File: config.mk
export PLATFORM = sky130hd
export DESIGN_NAME = cpu_reset_seq
export DESIGN_NICKNAME = d
export VERILOG_FILES = /design/src/rtl/cpu_reset_seq.sv
export SDC_FILE = /design/constraint.sdc
export NUM_CORES = 1
export LEC_CHECK = 0
export CAP_MARGIN = 0
export CORE_MARGIN = 2
export CORE_UTILIZATION = 55
export DETAILED_ROUTE_END_ITERATION = 8
export GPL_TIMING_DRIVEN = 0
export PLACE_DENSITY = 0.73
export SYNTH_ARGS = -nofsm -noshare
export SYNTH_HDL_FRONTEND = slang
export SYNTH_SLANG_ARGS = --single-unit
File: constraint.sdc
create_clock -name FSBCLK -period 2.7 [get_ports FSBCLK]
set_clock_uncertainty 0.2 [all_clocks]
set_input_delay 0.54 -clock FSBCLK [delete_from_list [all_inputs] [get_ports FSBCLK]]
set_output_delay 0.54 -clock FSBCLK [all_outputs]
set_load 0.05 [all_outputs]
File: src/rtl/cpu_reset_seq.sv
// cpu_reset_seq: power-up/recovery reset sequencer (lock filter, SDRAM init window, CPU reset hold)
// Ports:
//   FSBCLK       in  system clock, all state on rising edge
//   nRST_IN      in  asynchronous active-low reset
//   LOCKED       in  DCM lock (async, 2-FF synchronised)
//   CPUCLKr      in  registered CPU clock phase
//   RAMINIT_DONE in  RAM controller finished its init sequence
//   BTN_nRES     in  reset button, async active-low (only with RST_BTN_EN)
//   nCPURES      out CPU reset, active-low
//   RAMINIT_REQ  out RAM init request
//   READY        out system ready (RUN state)
//   STATE        out current state code, debug
// Optional feature: define RST_BTN_EN to add the debounced reset button.
module cpu_reset_seq #(
    parameter int LOCK_FILT   = 16,
    parameter int RAMINIT_CYC = 4096,
    parameter int CPURST_CYC  = 512,
    parameter int CNTW        = 16
`ifdef RST_BTN_EN
    ,
    parameter int DEB_CYC     = 1024
`endif
) (
    input  logic       FSBCLK,
    input  logic       nRST_IN,
    input  logic       LOCKED,
    input  logic       CPUCLKr,
    input  logic       RAMINIT_DONE,
`ifdef RST_BTN_EN
    input  logic       BTN_nRES,
`endif
    output logic       nCPURES,
    output logic       RAMINIT_REQ,
    output logic       READY,
    output logic [2:0] STATE
);
    typedef enum logic [2:0] {
        WAITLOCK = 3'd0,
        STABLE   = 3'd1,
        RAMINIT  = 3'd2,
        CPURST   = 3'd3,
        RUN      = 3'd4
    } state_t;

    state_t            state, nxt;
    logic [CNTW-1:0]   cnt, nxt_cnt, cnt_inc;
    logic              lock_q1, lock_s;
    logic              btn_press;

    assign STATE   = state;
    assign cnt_inc = (&cnt) ? cnt : cnt + 1'b1;

`ifdef RST_BTN_EN
    localparam int DW = $clog2(DEB_CYC + 1);
    logic          btn_q1, btn_s, armed, btn_hit, btn_done;
    logic [DW-1:0] deb;
    // armed: waiting for a held-low press; disarmed: waiting for a held-high release
    assign btn_hit   = (btn_s == ~armed);
    assign btn_done  = btn_hit && (deb == DW'(DEB_CYC - 1));
    assign btn_press = armed && btn_done;
    always_ff @(posedge FSBCLK or negedge nRST_IN) begin
        if (!nRST_IN) begin
            btn_q1 <= 1'b0;
            btn_s  <= 1'b0;
            armed  <= 1'b1;
            deb    <= '0;
        end else begin
            btn_q1 <= BTN_nRES;
            btn_s  <= btn_q1;
            deb    <= (!btn_hit || btn_done) ? '0 : deb + 1'b1;
            armed  <= btn_done ? ~armed : armed;
        end
    end
`else
    assign btn_press = 1'b0;
`endif

    always_comb begin
        nxt     = state;
        nxt_cnt = '0;
        if (state != WAITLOCK && !lock_s)
            nxt = WAITLOCK;
        else
            case (state)
                WAITLOCK: nxt = lock_s ? STABLE : WAITLOCK;
                STABLE:   if (cnt == CNTW'(LOCK_FILT - 1)) nxt = RAMINIT;
                          else nxt_cnt = cnt_inc;
                // RAMINIT_DONE only counts once the minimum window has elapsed
                RAMINIT:  if (cnt >= CNTW'(RAMINIT_CYC - 1) && RAMINIT_DONE) nxt = CPURST;
                          else nxt_cnt = (cnt >= CNTW'(RAMINIT_CYC)) ? cnt : cnt_inc;
                // one count per CPU period; release only on a CPUCLKr=1 cycle
                CPURST:   if (btn_press) nxt_cnt = '0;
                          else if (CPUCLKr && cnt == CNTW'(CPURST_CYC - 1)) nxt = RUN;
                          else nxt_cnt = CPUCLKr ? cnt_inc : cnt;
                RUN:      nxt = btn_press ? CPURST : RUN;
                default:  nxt = WAITLOCK;
            endcase
    end

    always_ff @(posedge FSBCLK or negedge nRST_IN) begin
        if (!nRST_IN) begin
            lock_q1     <= 1'b0;
            lock_s      <= 1'b0;
            state       <= WAITLOCK;
            cnt         <= '0;
            nCPURES     <= 1'b0;
            RAMINIT_REQ <= 1'b0;
            READY       <= 1'b0;
        end else begin
            lock_q1     <= LOCKED;
            lock_s      <= lock_q1;
            state       <= nxt;
            cnt         <= nxt_cnt;
            nCPURES     <= (nxt == RUN);
            RAMINIT_REQ <= (nxt == RAMINIT);
            READY       <= (nxt == RUN);
        end
    end
endmodule

==> results of run 1 <==
[power by group]
group	switching, mW	total [mW]	internal [mW]
clock network	0.105	0.160	0.0553
registers	0.00355	0.351	0.348
logic	0.0328	0.0516	0.0188
total	0.141	0.563	0.422
[cell families (layout without fill, tap and decap cells)]
| logic type | count (synthesis) | after routing |
|---|---|---|
| xor gates and xnor gates | 5 | 5 |
| AOI/OAI and AO/OA | 32 | 32 |
| and+or+nand+nor | 66 | 66 |
| DFF | 23 | 23 |
| adders and majority gates | 2 | 2 |
| buffers and inverters | 12 | 26 |
| muxes | 2 | 2 |
[flip-flops by register name, indices dropped and copies added (netlist names)]
name	count
RAMINIT_REQ	1
STATE	3
READY	1
lock_s	1
lock_q1	1
cnt	16
[through the flow]
stage          setup slack [ns]  total power, mW  instances
2_1_floorplan             0.557            0.387        142
3_3_place_gp              0.186            0.408        182
3_5_place_dp              0.173            0.410        182
4_1_cts                   0.264            0.569        186
5_1_grt                   0.108            0.586        186
6_report                  0.265            0.563        186
[final timing paths]
| kind | startpoint | to | slack (ns) | cells after the start |
|---|---|---|---|---|
| hold / removal | lock_q1 | lock_s | 0.17 | 0 |
| setup reg to reg | cnt[1] | cnt[0] | 0.27 | 8 |
| setup / recovery | STATE[1] | STATE[1] | 0.26 | 1 |
| hold reg to reg | lock_q1 | lock_s | 0.17 | 0 |
| max in group asynchronous | nRST_IN | cnt[5] | 1.13 | 1 |
| min in group asynchronous | nRST_IN | cnt[10] | 0.56 | 1 |
[cell usage in the layout, fill, tap and decap left out, types with 3 or more instances in the layout]
cell type / count
o211ai_1: 4
nor3_1: 10
o21ai_0: 8
nand2_1: 10
a21oi_1: 4
xor2_1: 4
a211oi_1: 4
nand3_1: 6
and3_1: 5
clkbuf_4: 3
nor2_1: 7
clkdlybuf4s50_1: 10
and4_1: 5
inv_1: 5
or3_1: 3
dfrtp_1: 23
nand4_1: 4
nor4_1: 3
buf_6: 4
[layer usage]
| metal | up-vias | global-route usage |
|---|---|---|
| li1 | 566 | - |
| met1 | 548 | 0.289 |
| met2 | 28 | 0.348 |
| met3 | 4 | 0.0250 |
| met4 | 0 | 0.0833 |
| met5 | - | 0 |
[area by class of cell]
class,instances,area (um^2),area share
buffer,7,65.1,0.0421
clock buffer,3,22.5,0.0146
multi-input combinational,107,721,0.466
clock inverter,1,5.00,0.00324
inverter,5,18.8,0.0121
tap,30,37.5,0.0243
sequential,23,576,0.372
timing repair buffer,10,100,0.0648
==> flow_metrics.env, run 1 <==
export IMPL_yosys_warnings=0
export IMPL_layout_min_cycle_time_ns=2.44
export IMPL_holdCritPathClass="flip-flop to flip-flop"
export IMPL_syn_inst=142
export IMPL_wl_met2_um=1350
export IMPL_worst_pin_slew_ns=1.00
export IMPL_syn_num_nets=149
export IMPL_cts_setup_buffers=0
export IMPL_cts_buffer_depth=2
export IMPL_synthSimpleGateAreaFrac=0.286
export IMPL_wl_met3_um=87
export IMPL_rows=18
export IMPL_path_buf_inv=1
export IMPL_slowest_stage="clkdlybuf4s50_1"
export IMPL_yosys_top_cells_area="dfrtp_1 (42%), nor3_1 (3.6%), buf_6 (3.3%)"
export IMPL_num_nets_final=164
export IMPL_port_buffers=10
export IMPL_initial_utilization=0.567
export IMPL_end_kind="output port"
export IMPL_dr_pass1_iters=4
export IMPL_via_per_inst=6.16
export IMPL_setup_viol=0
export IMPL_max_freq_mhz=411
export IMPL_antenna_found_initial=0
export IMPL_rsz0062_at_grt="no"
export IMPL_first_global_vias=979
export IMPL_fin_setup_tns_ns=0
export IMPL_fin_util=0.635
export IMPL_wl_per_cell_um=15.3
export IMPL_die_x_um=54.1
export IMPL_synth_compound_area_frac=0.172
export IMPL_area_delta_synth_final_pct=12.0
export IMPL_die_area_um2=2930
export IMPL_synth_fa_ha_area_frac=0.0181
export IMPL_hold_viol=0
export IMPL_hold_buffers=0
export IMPL_num_vias=1146
export IMPL_drt_antenna_violating_nets=0
export IMPL_crit_type="flip-flop to output port"
export IMPL_diodes=0
export IMPL_die_h_um=54.1
export IMPL_avgSynthCellArea_um2=9.72
export IMPL_peakVddDrop_mv=0.376
export IMPL_ctsRootBufferMaster="clkbuf_4"
export IMPL_synth_area_um2=1380
export IMPL_overflow=0
export IMPL_place_area_um2=1520
export IMPL_routed_top_layer="met4"
export IMPL_synth_distinct_cells=45
export IMPL_outcome="complete, no violations"
export IMPL_crit_arrival_ns=1.70
export IMPL_ys_ff_latch=23
export IMPL_start_kind="flip-flop"
export IMPL_synth_xor_area_share=0.0317
export IMPL_yosysMostFrequentCell="dfrtp_1"
export IMPL_routed_wl_um=2850
export IMPL_cap_violations=0
export IMPL_wl_met1_um=1390
export IMPL_gp_congestion=0.866
export IMPL_power_density_nw_per_um2=364
export IMPL_cts_buffers=3
export IMPL_yosys_most_used_dff="dfrtp_1"
export IMPL_seq_area_frac_synth=0.417
export IMPL_grt_use_total=0.214
export IMPL_drtIter0Drc=26
export IMPL_drc=0
export IMPL_slew_violations=0
export IMPL_clk_pin_slew_ns=0.13
export IMPL_core_um2=2430
export IMPL_cts_max_level=1
export IMPL_cts_tree="done"
export IMPL_synth_edf_count=0
export IMPL_cellLeakagePower_nw=0.616
export IMPL_hpwlAfterDp_um=2090
export IMPL_required_ns=1.96
export IMPL_hold_worst_slack_ns=0.169
export IMPL_synthMuxAreaShare=0.0145
export IMPL_cts_resized=0
export IMPL_slowest_delay_ns=0.86
export IMPL_grt_max_degree=24
export IMPL_ioPinCount=11
export IMPL_relSlewSlack=0.330
export IMPL_min_period_over_period=0.902
export IMPL_layout_drive_gt1_share=0.122
export IMPL_crit_chain="clkdlybuf4s50_1"
export IMPL_synth_commonest_cells="dfrtp_1 (23), nand2_1 (10), nor3_1 (10)"
export IMPL_synth_top_area_share=0.417
export IMPL_fillCellCount=212
export IMPL_crit_family="buffers and inverters"
export IMPL_path_max_fanout=8
export IMPL_synthArstFlopShare=1.00
export IMPL_finalInstanceArea_um2=1550
export IMPL_clock_latency_ns=0.31
export IMPL_grt_pass1_wl_um=4440
export IMPL_clock_sinks=23
export IMPL_post_synth_top_area_cell="dfrtp_1"
export IMPL_synth_top_family_by_area="simple AND/OR/NAND/NOR gates"
(Power assumes the default switching activity.)
==> run 2, diff against run 1 <==
--- a/config.mk
+++ b/config.mk
@@ -6,6 +6,7 @@
 export NUM_CORES = 1
 export LEC_CHECK = 0
 export CAP_MARGIN = 0
+export CORE_ASPECT_RATIO = 0.7
 export CORE_MARGIN = 2
 export CORE_UTILIZATION = 55
 export DETAILED_ROUTE_END_ITERATION = 8
==> constraint.sdc (replaced) <==
create_clock -name FSBCLK -period 2.7 [get_ports FSBCLK]
set_clock_uncertainty 0.2 [all_clocks]
set_input_delay 0.54 -clock FSBCLK [delete_from_list [all_inputs] [get_ports FSBCLK]]
set_output_delay 0.54 -clock FSBCLK [all_outputs]
set_load 0.01 [all_outputs]
==> run 2 against run 1 <==
Effect of this change:
- first-iteration DRC count increased to 3.3 times the previous value
- total power fell by 0.59%
- highest routed layer unchanged
- wire length rose by 3.6%
- register-to-register slack lost 0.04 ns
- critical path depth up 7
- final area increased by 0.24%
- final cell count rose by 2.2%
==> flow_metrics.env, run 2 (synthesis gave the netlist of run 1 again) <==
export IMPL_outcome="complete, no violations"
export IMPL_initial_utilization=0.570
export IMPL_clk_pin_slew_ns=0.12
export IMPL_cts_buffers=3
export IMPL_core_um2=2420
export IMPL_cts_max_level=1
export IMPL_final_common_cell="dfrtp_1"
export IMPL_holdCritPathClass="flip-flop to flip-flop"
export IMPL_cts_tree="done"
export IMPL_num_nets_final=164
export IMPL_final_cell_mix="dfrtp_1 (23), nand2_1 (10), nor3_1 (10), clkdlybuf4s50_1 (10), o21ai_0 (8)"
export IMPL_area_delta_synth_final_pct=12.2
export IMPL_port_buffers=10
export IMPL_pwr_share_comb=0.085
export IMPL_cap_violations=0
export IMPL_top_register="cnt"
export IMPL_min_period_over_period=0.914
export IMPL_overflow=0
export IMPL_seq_power_share=0.628
export IMPL_routed_wl_um=2950
export IMPL_grt_max_degree=24
export IMPL_clock_sinks=23
export IMPL_wl_per_cell_um=15.5
export IMPL_drt_antenna_violating_nets=0
export IMPL_cts_resized=0
export IMPL_use_met2=0.369
export IMPL_end_kind="flip-flop"
export IMPL_crit_arrival_ns=2.46
export IMPL_rows=15
export IMPL_drc=0
export IMPL_slew_violations=0
export IMPL_relSlewSlack=0.314
export IMPL_cts_setup_buffers=0
export IMPL_antenna_found_initial=0
export IMPL_p_switching_mw=0.135
export IMPL_layout_drive_gt1_share=0.115
export IMPL_rsz0062_at_grt="no"
export IMPL_diodes=0
export IMPL_gp_congestion=0.841
export IMPL_hold_viol=0
export IMPL_power_density_nw_per_um2=361
export IMPL_drtIter0Drc=85
export IMPL_required_ns=2.69
export IMPL_max_freq_mhz=405
export IMPL_fin_util=0.640
export IMPL_die_h_um=45.9
export IMPL_fin_setup_tns_ns=0
export IMPL_cts_buffer_depth=2
export IMPL_grt_use_met1=0.308
export IMPL_ioPinCount=11
export IMPL_die_x_um=63.9
export IMPL_met3_usage=0.0594
export IMPL_via_per_inst=6.11
export IMPL_worst_pin_slew_ns=1.03
export IMPL_cellLeakagePower_nw=0.613
export IMPL_dr_pass1_iters=4
export IMPL_num_vias=1160
export IMPL_peakVddDrop_mv=0.206
export IMPL_grt_use_total=0.230
export IMPL_setup_viol=0
export IMPL_hold_buffers=0
export IMPL_path_max_fanout=10
export IMPL_grt_busiest_layer="met2"
export IMPL_layout_min_cycle_time_ns=2.47
export IMPL_hpwlAfterDp_um=2220
export IMPL_largest_reg_flops=16
export IMPL_crit_type="flip-flop to flip-flop"
export IMPL_die_area_um2=2930
export IMPL_first_global_vias=1070
export IMPL_clock_latency_ns=0.32
export IMPL_p_int_mw=0.424
export IMPL_grt_pass1_wl_um=4970
export IMPL_ctsRootBufferMaster="clkbuf_4"
export IMPL_start_kind="flip-flop"
export IMPL_switching_share=0.242
export IMPL_p_clk_frac=0.287
[run 2: changes by cell type in the layout (fill, tap and decap cells not counted), sizes merged]
cell / previous run / this run
clkbuf: 4 / 5
clkinv: 1 / 0
[run 2: stage by stage]
| step | hold WS (ns) | power [mW] | setup slack, ns | area, um^2 | std cells |
|---|---|---|---|---|---|
| final | 0.161 | 0.560 | 0.233 | 1550 | 190 |
| after global routing | 0.169 | 0.579 | 0.0934 | 1550 | 190 |
| after CTS | 0.166 | 0.566 | 0.286 | 1550 | 190 |
| after detailed placement | 0.136 | 0.406 | 0.178 | 1520 | 186 |
| after global placement | 0.136 | 0.404 | 0.213 | 1520 | 186 |
| after floorplan | 0.0444 | 0.383 | 0.562 | 1380 | 142 |
[run 2: cell type report]
type / count / area, um^2
buffer: 7 / 65.1
clock buffer: 4 / 26.3
fill: 198 / 872
inverter: 5 / 18.8
multi-input combinational: 107 / 721
sequential: 23 / 576
tap: 34 / 42.5
timing repair buffer: 10 / 100
[run 2: critical path, cell delays in order (launching register included)]
cell and delay [ns]:
dfrtp_1 0.43, ha_1 0.20, and3_1 0.16, clkbuf_1 0.25, and3_1 0.27, o21ai_0 0.14
a2bb2oi_2 0.41, buf_6 0.21, a211oi_1 0.07
[run 2: final timing paths]
path                         start       to  slack, ns  cells past startpoint
setup / recovery            cnt[1]   cnt[6]       0.23                      8
hold / removal             lock_q1   lock_s       0.16                      0
setup reg to reg            cnt[1]   cnt[6]       0.23                      8
hold reg to reg            lock_q1   lock_s       0.16                      0
max in group asynchronous  nRST_IN  cnt[12]       1.12                      1
min in group asynchronous  nRST_IN   cnt[7]       0.57                      1
[run 2: power groups by stage]
stage,clock network (mW),registers [mW],logic (mW)
2_1_floorplan,0,0.358,0.0252
3_3_place_gp,0,0.358,0.0461
3_5_place_dp,0,0.358,0.0477
6_report,0.161,0.351,0.0477
5_1_grt,0.174,0.352,0.0528
4_1_cts,0.167,0.351,0.0479
[run 2: routing by layer]
metal,vias up,share of wire
met1,550,0.47
met3,7,0.056
met2,35,0.46
li1,568,-
met4,0,0.013
met5,-,0
==> run 3, diff against run 2 <==
==> constraint.sdc (replaced) <==
create_clock -name FSBCLK -period 2.7 [get_ports FSBCLK]
set_clock_uncertainty 0.2 [all_clocks]
set_input_delay 0.81 -clock FSBCLK [delete_from_list [all_inputs] [get_ports FSBCLK]]
set_output_delay 0.81 -clock FSBCLK [all_outputs]
set_load 0.01 [all_outputs]
==> results of run 3 <==
Same layout as run 2 (identical final DEF). Status: complete, no violations.
Main changes from that run: setup slack after placement 0.178 ns -> -0.0921 ns
